$ cat src/rtl/id_ex_stage_reg.sv
// ID/EX pipeline register with load-use hazard detection, bubble insertion and flush squash.
// Optional performance counters (bubble_cnt, flush_cnt) are built when IDEX_PERF_CNT_EN is defined.
module id_ex_stage_reg #(
  parameter int DATA_W = 32,
  parameter int PC_W   = 9,
  parameter int RA_W   = 5
) (
  input  logic              clk,
  input  logic              reset,
  input  logic              id_valid,
  input  logic [9:0]        id_ctrl,
  input  logic [PC_W-1:0]   id_pc,
  input  logic [DATA_W-1:0] id_rd1,
  input  logic [DATA_W-1:0] id_rd2,
  input  logic [DATA_W-1:0] id_imm,
  input  logic [RA_W-1:0]   id_rs1,
  input  logic [RA_W-1:0]   id_rs2,
  input  logic [RA_W-1:0]   id_rd,
  input  logic [2:0]        id_funct3,
  input  logic [6:0]        id_funct7,
  input  logic              flush,
  output logic              ex_valid,
  output logic [9:0]        ex_ctrl,
  output logic [PC_W-1:0]   ex_pc,
  output logic [DATA_W-1:0] ex_rd1,
  output logic [DATA_W-1:0] ex_rd2,
  output logic [DATA_W-1:0] ex_imm,
  output logic [RA_W-1:0]   ex_rs1,
  output logic [RA_W-1:0]   ex_rs2,
  output logic [RA_W-1:0]   ex_rd,
  output logic [2:0]        ex_funct3,
  output logic [6:0]        ex_funct7,
`ifdef IDEX_PERF_CNT_EN
  output logic [31:0]       bubble_cnt,
  output logic [31:0]       flush_cnt,
`endif
  output logic              stall
);

  logic              r_valid;
  logic [9:0]        r_ctrl;
  logic [PC_W-1:0]   r_pc;
  logic [DATA_W-1:0] r_rd1;
  logic [DATA_W-1:0] r_rd2;
  logic [DATA_W-1:0] r_imm;
  logic [RA_W-1:0]   r_rs1;
  logic [RA_W-1:0]   r_rs2;
  logic [RA_W-1:0]   r_rd;
  logic [2:0]        r_funct3;
  logic [6:0]        r_funct7;

  logic w_use_rs1;
  logic w_use_rs2;
  logic w_hazard;

  // Jumps take no rs1; rs2 matters for register-register ops, branches and stores.
  assign w_use_rs1 = ~id_ctrl[9];
  assign w_use_rs2 = ~id_ctrl[0] | id_ctrl[4];

  assign w_hazard = r_valid & r_ctrl[3] & (r_rd != '0) & id_valid &
                    ((w_use_rs1 & (r_rd == id_rs1)) | (w_use_rs2 & (r_rd == id_rs2)));

  // A flush kills the dependent instruction anyway, so holding upstream is pointless.
  assign stall = w_hazard & ~flush;

  // NOTE: sequential state uses non-blocking assignments so every register samples pre-edge values.
  always_ff @(posedge clk) begin
    if (reset) begin
      r_valid  <= 1'b0;
      r_ctrl   <= '0;
      r_pc     <= '0;
      r_rd1    <= '0;
      r_rd2    <= '0;
      r_imm    <= '0;
      r_rs1    <= '0;
      r_rs2    <= '0;
      r_rd     <= '0;
      r_funct3 <= '0;
      r_funct7 <= '0;
    end else if (flush || w_hazard) begin
      // Bubble: only valid and control are cleared; data fields hold to save toggling.
      r_valid <= 1'b0;
      r_ctrl  <= '0;
    end else begin
      r_valid  <= id_valid;
      r_ctrl   <= id_valid ? id_ctrl : '0;
      r_pc     <= id_pc;
      r_rd1    <= id_rd1;
      r_rd2    <= id_rd2;
      r_imm    <= id_imm;
      r_rs1    <= id_rs1;
      r_rs2    <= id_rs2;
      r_rd     <= id_rd;
      r_funct3 <= id_funct3;
      r_funct7 <= id_funct7;
    end
  end

  assign ex_valid  = r_valid;
  assign ex_ctrl   = r_ctrl;
  assign ex_pc     = r_pc;
  assign ex_rd1    = r_rd1;
  assign ex_rd2    = r_rd2;
  assign ex_imm    = r_imm;
  assign ex_rs1    = r_rs1;
  assign ex_rs2    = r_rs2;
  assign ex_rd     = r_rd;
  assign ex_funct3 = r_funct3;
  assign ex_funct7 = r_funct7;

`ifdef IDEX_PERF_CNT_EN
  logic [31:0] r_bubble_cnt;
  logic [31:0] r_flush_cnt;

  // Flush has priority, so a hazard overridden by flush counts only as a flush.
  always_ff @(posedge clk) begin
    if (reset) begin
      r_bubble_cnt <= '0;
      r_flush_cnt  <= '0;
    end else if (flush) begin
      r_flush_cnt  <= r_flush_cnt + 32'd1;
    end else if (w_hazard) begin
      r_bubble_cnt <= r_bubble_cnt + 32'd1;
    end
  end

  assign bubble_cnt = r_bubble_cnt;
  assign flush_cnt  = r_flush_cnt;
`endif

endmodule

$ cat config.mk
export PLATFORM = sky130hd
export DESIGN_NAME = id_ex_stage_reg
export DESIGN_NICKNAME = d
export VERILOG_FILES = /design/src/rtl/id_ex_stage_reg.sv
export SDC_FILE = /design/constraint.sdc
export NUM_CORES = 1
export LEC_CHECK = 0
export ABC_AREA = 1
export CAP_MARGIN = 10
export CELL_PAD_IN_SITES_DETAIL_PLACEMENT = 0
export CELL_PAD_IN_SITES_GLOBAL_PLACEMENT = 1
export CORE_MARGIN = 3
export CORE_UTILIZATION = 25
export DETAILED_ROUTE_END_ITERATION = 16
export HOLD_SLACK_MARGIN = 0.02
export PLACE_DENSITY_LB_ADDON = 0.1
export RECOVER_POWER = 50
export SLEW_MARGIN = 0
export SYNTH_ARGS = -nofsm -noshare
export SYNTH_HDL_FRONTEND = slang
export SYNTH_SLANG_ARGS = --single-unit
$ cat constraint.sdc
create_clock -name clk -period 1.8 [get_ports clk]
set_clock_uncertainty 0.2 [all_clocks]
set_input_delay 0.36 -clock clk [delete_from_list [all_inputs] [get_ports clk]]
set_output_delay 0.36 -clock clk [all_outputs]
set_load 0.02 [all_outputs]
# Word level (Yosys, flattened, before mapping)
# Index checks and enable logic that the tools add are counted.
dict set report totals {
  ff_bits 141
}
dict set report classes {
  eq_ne 2
  bitwise 13
  n_reduce_logical 4
}
# cell n
set ops {}
lappend ops {{$eq 5x5->1} 2}
lappend ops {{$and 1x1->1} 7}
lappend ops {{$reduce_bool 5->1} 1}
lappend ops {{$not 1->1} 4}
lappend ops {{$reduce_or 3->1} 1}
lappend ops {{$or 1x1->1} 2}
lappend ops {{$reduce_or 2->1} 1}
lappend ops {{$logic_or 1x1->1} 1}

# Longest topological paths before layout
dict set report depth {
  ltp_word 7
  mapped_depth 12
  mapped_depth_nobuf 10
}

# Worst setup path before layout
# OpenSTA, ideal clock, no wires.
dict set report synth_path {
  path_kind {register to output}
  start {reg r_rd[3] (netlist: ex_rd[3])}
  end {out stall}
  t_arrival_ns 1.601
  t_required_ns 1.240
  setup_slack_ns -0.361
  path_stages_with_launch 11
  n_path_buf 2
  cell_sequence {dfxtp_1 inv_1 nand2_1 nand2_1 nor2_1 nand3_1 nand2_1 nand2_2 buf_6 buf_4 nor2_1}
}
dict set report synth_between {
  elab_chain_len 5
}
# element line
set synth_rtl {}
lappend synth_rtl {{start: declaration} 48} ;# logic [RA_W-1:0] r_rd;
lappend synth_rtl {{start signal: assignment} 93} ;# r_rd <= id_rd;
lappend synth_rtl {{$eq 5x5->1 / $reduce_bool 5->1 (equally long branches)} {61, 60}}
lappend synth_rtl {{$and 1x1->1, on equally long branches} {61, 60}}
lappend synth_rtl {{$or 1x1->1 / $and 1x1->1 (equally long branches)} {61, 60}}
lappend synth_rtl {{$and 1x1->1 (*)} 60} ;# assign w_hazard = r_valid & r_ctrl[3] & (r_rd != '0) & id_valid &
lappend synth_rtl {{$and 1x1->1 (*)} 64} ;# assign stall = w_hazard & ~flush;
lappend synth_rtl {{end: declaration} 37} ;# output logic stall
# Mark *: on every way between the ends. The rest lies on a longest branch, timed or not.

# Final worst setup path
dict set report layout_path {
  start {reg r_rd[0] (netlist: ex_rd[0])}
  end {out stall}
}
# The elaborated chain is that of the path after synthesis.

==> run metrics <==
GP Congestion 0.7385; count of port buffers added during placement 285; pre-CTS worst setup slack -0.9584 ns; cell area after synthesis about 6200 sq um; worst slew pin tran 0.3777 ns; floorplan core area 24390 sq um; CP delay by family, top simple AND/OR/NAND/NOR gates; Worst EP required 1.24 ns; DRC Markers 0; starting density of the core ~26%; maximum single-stage delay on the critical path between 0.3 and 0.4 ns; Hold Vio Cnt, Final 0; antenna violations before repair 4; distinct cell type count after synthesis 14; met1 wire length ~11 mm; pins over their slew limit 0; maximum vdd ir drop 0.0004994 V; setup repair after global routing missed its margin yes; synthesized net count 1081; width of the die 164.0 microns; Root Driver sky130_fd_sc_hd__clkbuf_16; outcome finished, violations left; Die Y between 150 and 200 microns; Worst Setup End Kind output pin; class of the tightest hold or removal check input pin to flop; cell taking the most area after synthesis sky130_fd_sc_hd__dfxtp_1; number of clock sinks 141; H-tree lvl count 4; warnings from Yosys 0; number of routed nets with antenna violations 0; Die ar. ~27000 sq um; final worst setup slack -0.2872 ns; final wirelength around 25 mm; total setup violations reported at the end of the flow 141; area share of the leading cell type in the synthesized netlist a little under half; Boundary Pins ~290; drt pass-1 iters 4; leading cell types in the layout, fill and taps excluded 150 x sky130_fd_sc_hd__nand2_1, 143 x sky130_fd_sc_hd__nor2_1, 143 x sky130_fd_sc_hd__dlygate4sd2_1; Hold-fix buffers, CTS 0; dpl hpwl around 14 mm; cell with the largest stage delay on the worst path sky130_fd_sc_hd__dfxtp_4; Total Nets Final between 1000 and 1500; Period minus WS final between 2 and 2.5 ns; Crit path arrival time between 1.5 and 2 ns; number of buffers on the longest clock path 2; site row count 57; via count 6951; cts bufs inserted 17; number of storage elements in the synthesis netlist ~140; CTS tree built; share of the yosys chip area belonging to registers 45.25%; Area growth syn-to-layout 91.38%; leakage power summed over all cells about 6 nW; via density per instance between 4 and 5; cell occurring most often along the worst timing path sky130_fd_sc_hd__nand2_1; routed wire length on met3 1.943 mm; Wirelength per Cell roughly 16 microns; share of cells above drive strength 1 25.39%; synthesized area divided by synthesized cell count roughly 6.7 sq um; Worst Path Class, Setup flop to output pin; final worst path period share 116.0%; fmax around 480 MHz; all-layer global routing usage 16.32%; wire length of the first global-routing pass between 30 and 40 mm; highest layer used for signal routing met5; Design Power 0.008966 W; violated checks setup timing; ranking of synthesized cells by area sky130_fd_sc_hd__dfxtp_1 45%, sky130_fd_sc_hd__nand3_1 11%, sky130_fd_sc_hd__a21oi_1 10%, sky130_fd_sc_hd__nand2_1 9.6%, sky130_fd_sc_hd__nor2_1 9.0%; Routed met2 length approximately 12 mm; number of DRC markers in iteration 0 295; power density over the cells 751.0 nW/um^2; worst-skew pair later-pin latency 0.41 ns; # Max-Cap Violations 0; kind of start point of the critical path flop; clock transition at the register clock pins on the worst setup and hold paths after CTS approximately 0.060 ns; relative max-transition margin around three quarters; maximum fanout along the worst path 5; via count of the first global-routing pass ~6300; cells after synthesis approximately 940; most frequent standard cell in the layout excluding fill and tap cells sky130_fd_sc_hd__nand2_1; overflow left after global routing 0; Crit path buffers/inverters 2; pin count of the biggest net entering global routing 62; chain of cells forming the critical path inv_2 > nand2_1 > nand2_1 > nor2_1 > nand3_2 > nand2_4 > nand2_8 > nor2_4 > buf_6
-- cell usage after synthesis, drive strengths merged --
cell,count
nand3,132
inv,149
buf,36
clkbuf,35
dfxtp,141
nand2,161
nor2,150
a21oi,130
nand4,3
-- registers in the layout, indices dropped and copies added, names as in the netlist --
signal     count
ex_funct7      7
ex_valid       1
ex_rs2         5
ex_rs1         5
ex_pc          9
ex_funct3      3
ex_rd1        32
ex_ctrl       10
ex_rd          5
ex_imm        32
ex_rd2        32
-- metal layers --
layer	track usage, %	vias to the layer above
met3	6.532	20
met4	3.806	6
met5	0	-
met2	27.09	185
li1	-	3545
met1	19.86	3195
-- layout make-up --
type,instances,area [sq um]
Timing Repair Buffer,370,4106
Multi-Input combinational cell,576,3390
Fill cell,2508,12450
Clock inverter,12,182.7
Tap cell,324,405.4
Antenna cell,1,2.502
Sequential cell,141,2841
Clock buffer,20,436.7
Inverter,149,574.3
-- cell families (layout without fill, tap and decap cells) --
kind of cell | after synthesis | count (layout) | share of synthesized area, %
buffers and inverters | 220 | 551 | 14.68
other | 0 | 1 | 0
DFF | 141 | 141 | 45.25
and+or+nand+nor | 446 | 446 | 29.64
AOI/OAI and AO/OA | 130 | 130 | 10.43
-- final timing paths --
| path | from | to | slack, ns | depth (start not counted) |
|---|---|---|---|---|
| min | id_rs1[1] | ex_rs1[1] | 0.22 | 5 |
| max | ex_rd[0] | stall | -0.29 | 9 |
| min reg2reg | ex_imm[9] | ex_imm[9] | 0.26 | 2 |
| max reg2reg | ex_rd[0] | ex_rd1[13] | -0.18 | 13 |
-- metrics by stage --
| stage | hold slack, ns | instances | instance area (sq um) | setup TNS, ns | utilization [%] |
|---|---|---|---|---|---|
| final | 0.2150 | 1593 | 11940 | -19.30 | 48.95 |
| after detailed placement | 0.2685 | 1512 | 9590 | -100.75 | 39.32 |
| after floorplan | 0.2722 | 937 | 6269 | -0.04355 | - |
| after CTS | 0.1990 | 1552 | 10330 | -26.28 | 42.34 |
| after global routing | 0.2539 | 1593 | 11940 | -35.11 | 48.95 |
| after global placement | 0.2598 | 1512 | 9590 | -101.52 | 39.32 |
-- power by group --
part           leakage, nW  switching, W  internal (W)
sequential            1.17      0.000137       0.00333
clock                0.300       0.00145       0.00234
combinational         4.57      0.000885      0.000820
-- repair_timing --
action,in CTS,in global routing
cloned,8,26
buffers inserted,0,22
gates resized for setup,176,268
setup endpoints to repair,283,144
pin swaps,9,66
-- tightest hold or removal path: cells and delay by family --
family                 cells  cell delay, ns
buffers and inverters      2            0.25
AND/OR/NAND/NOR            3            0.18
Note: power is estimated with default switching activity, not from simulation.
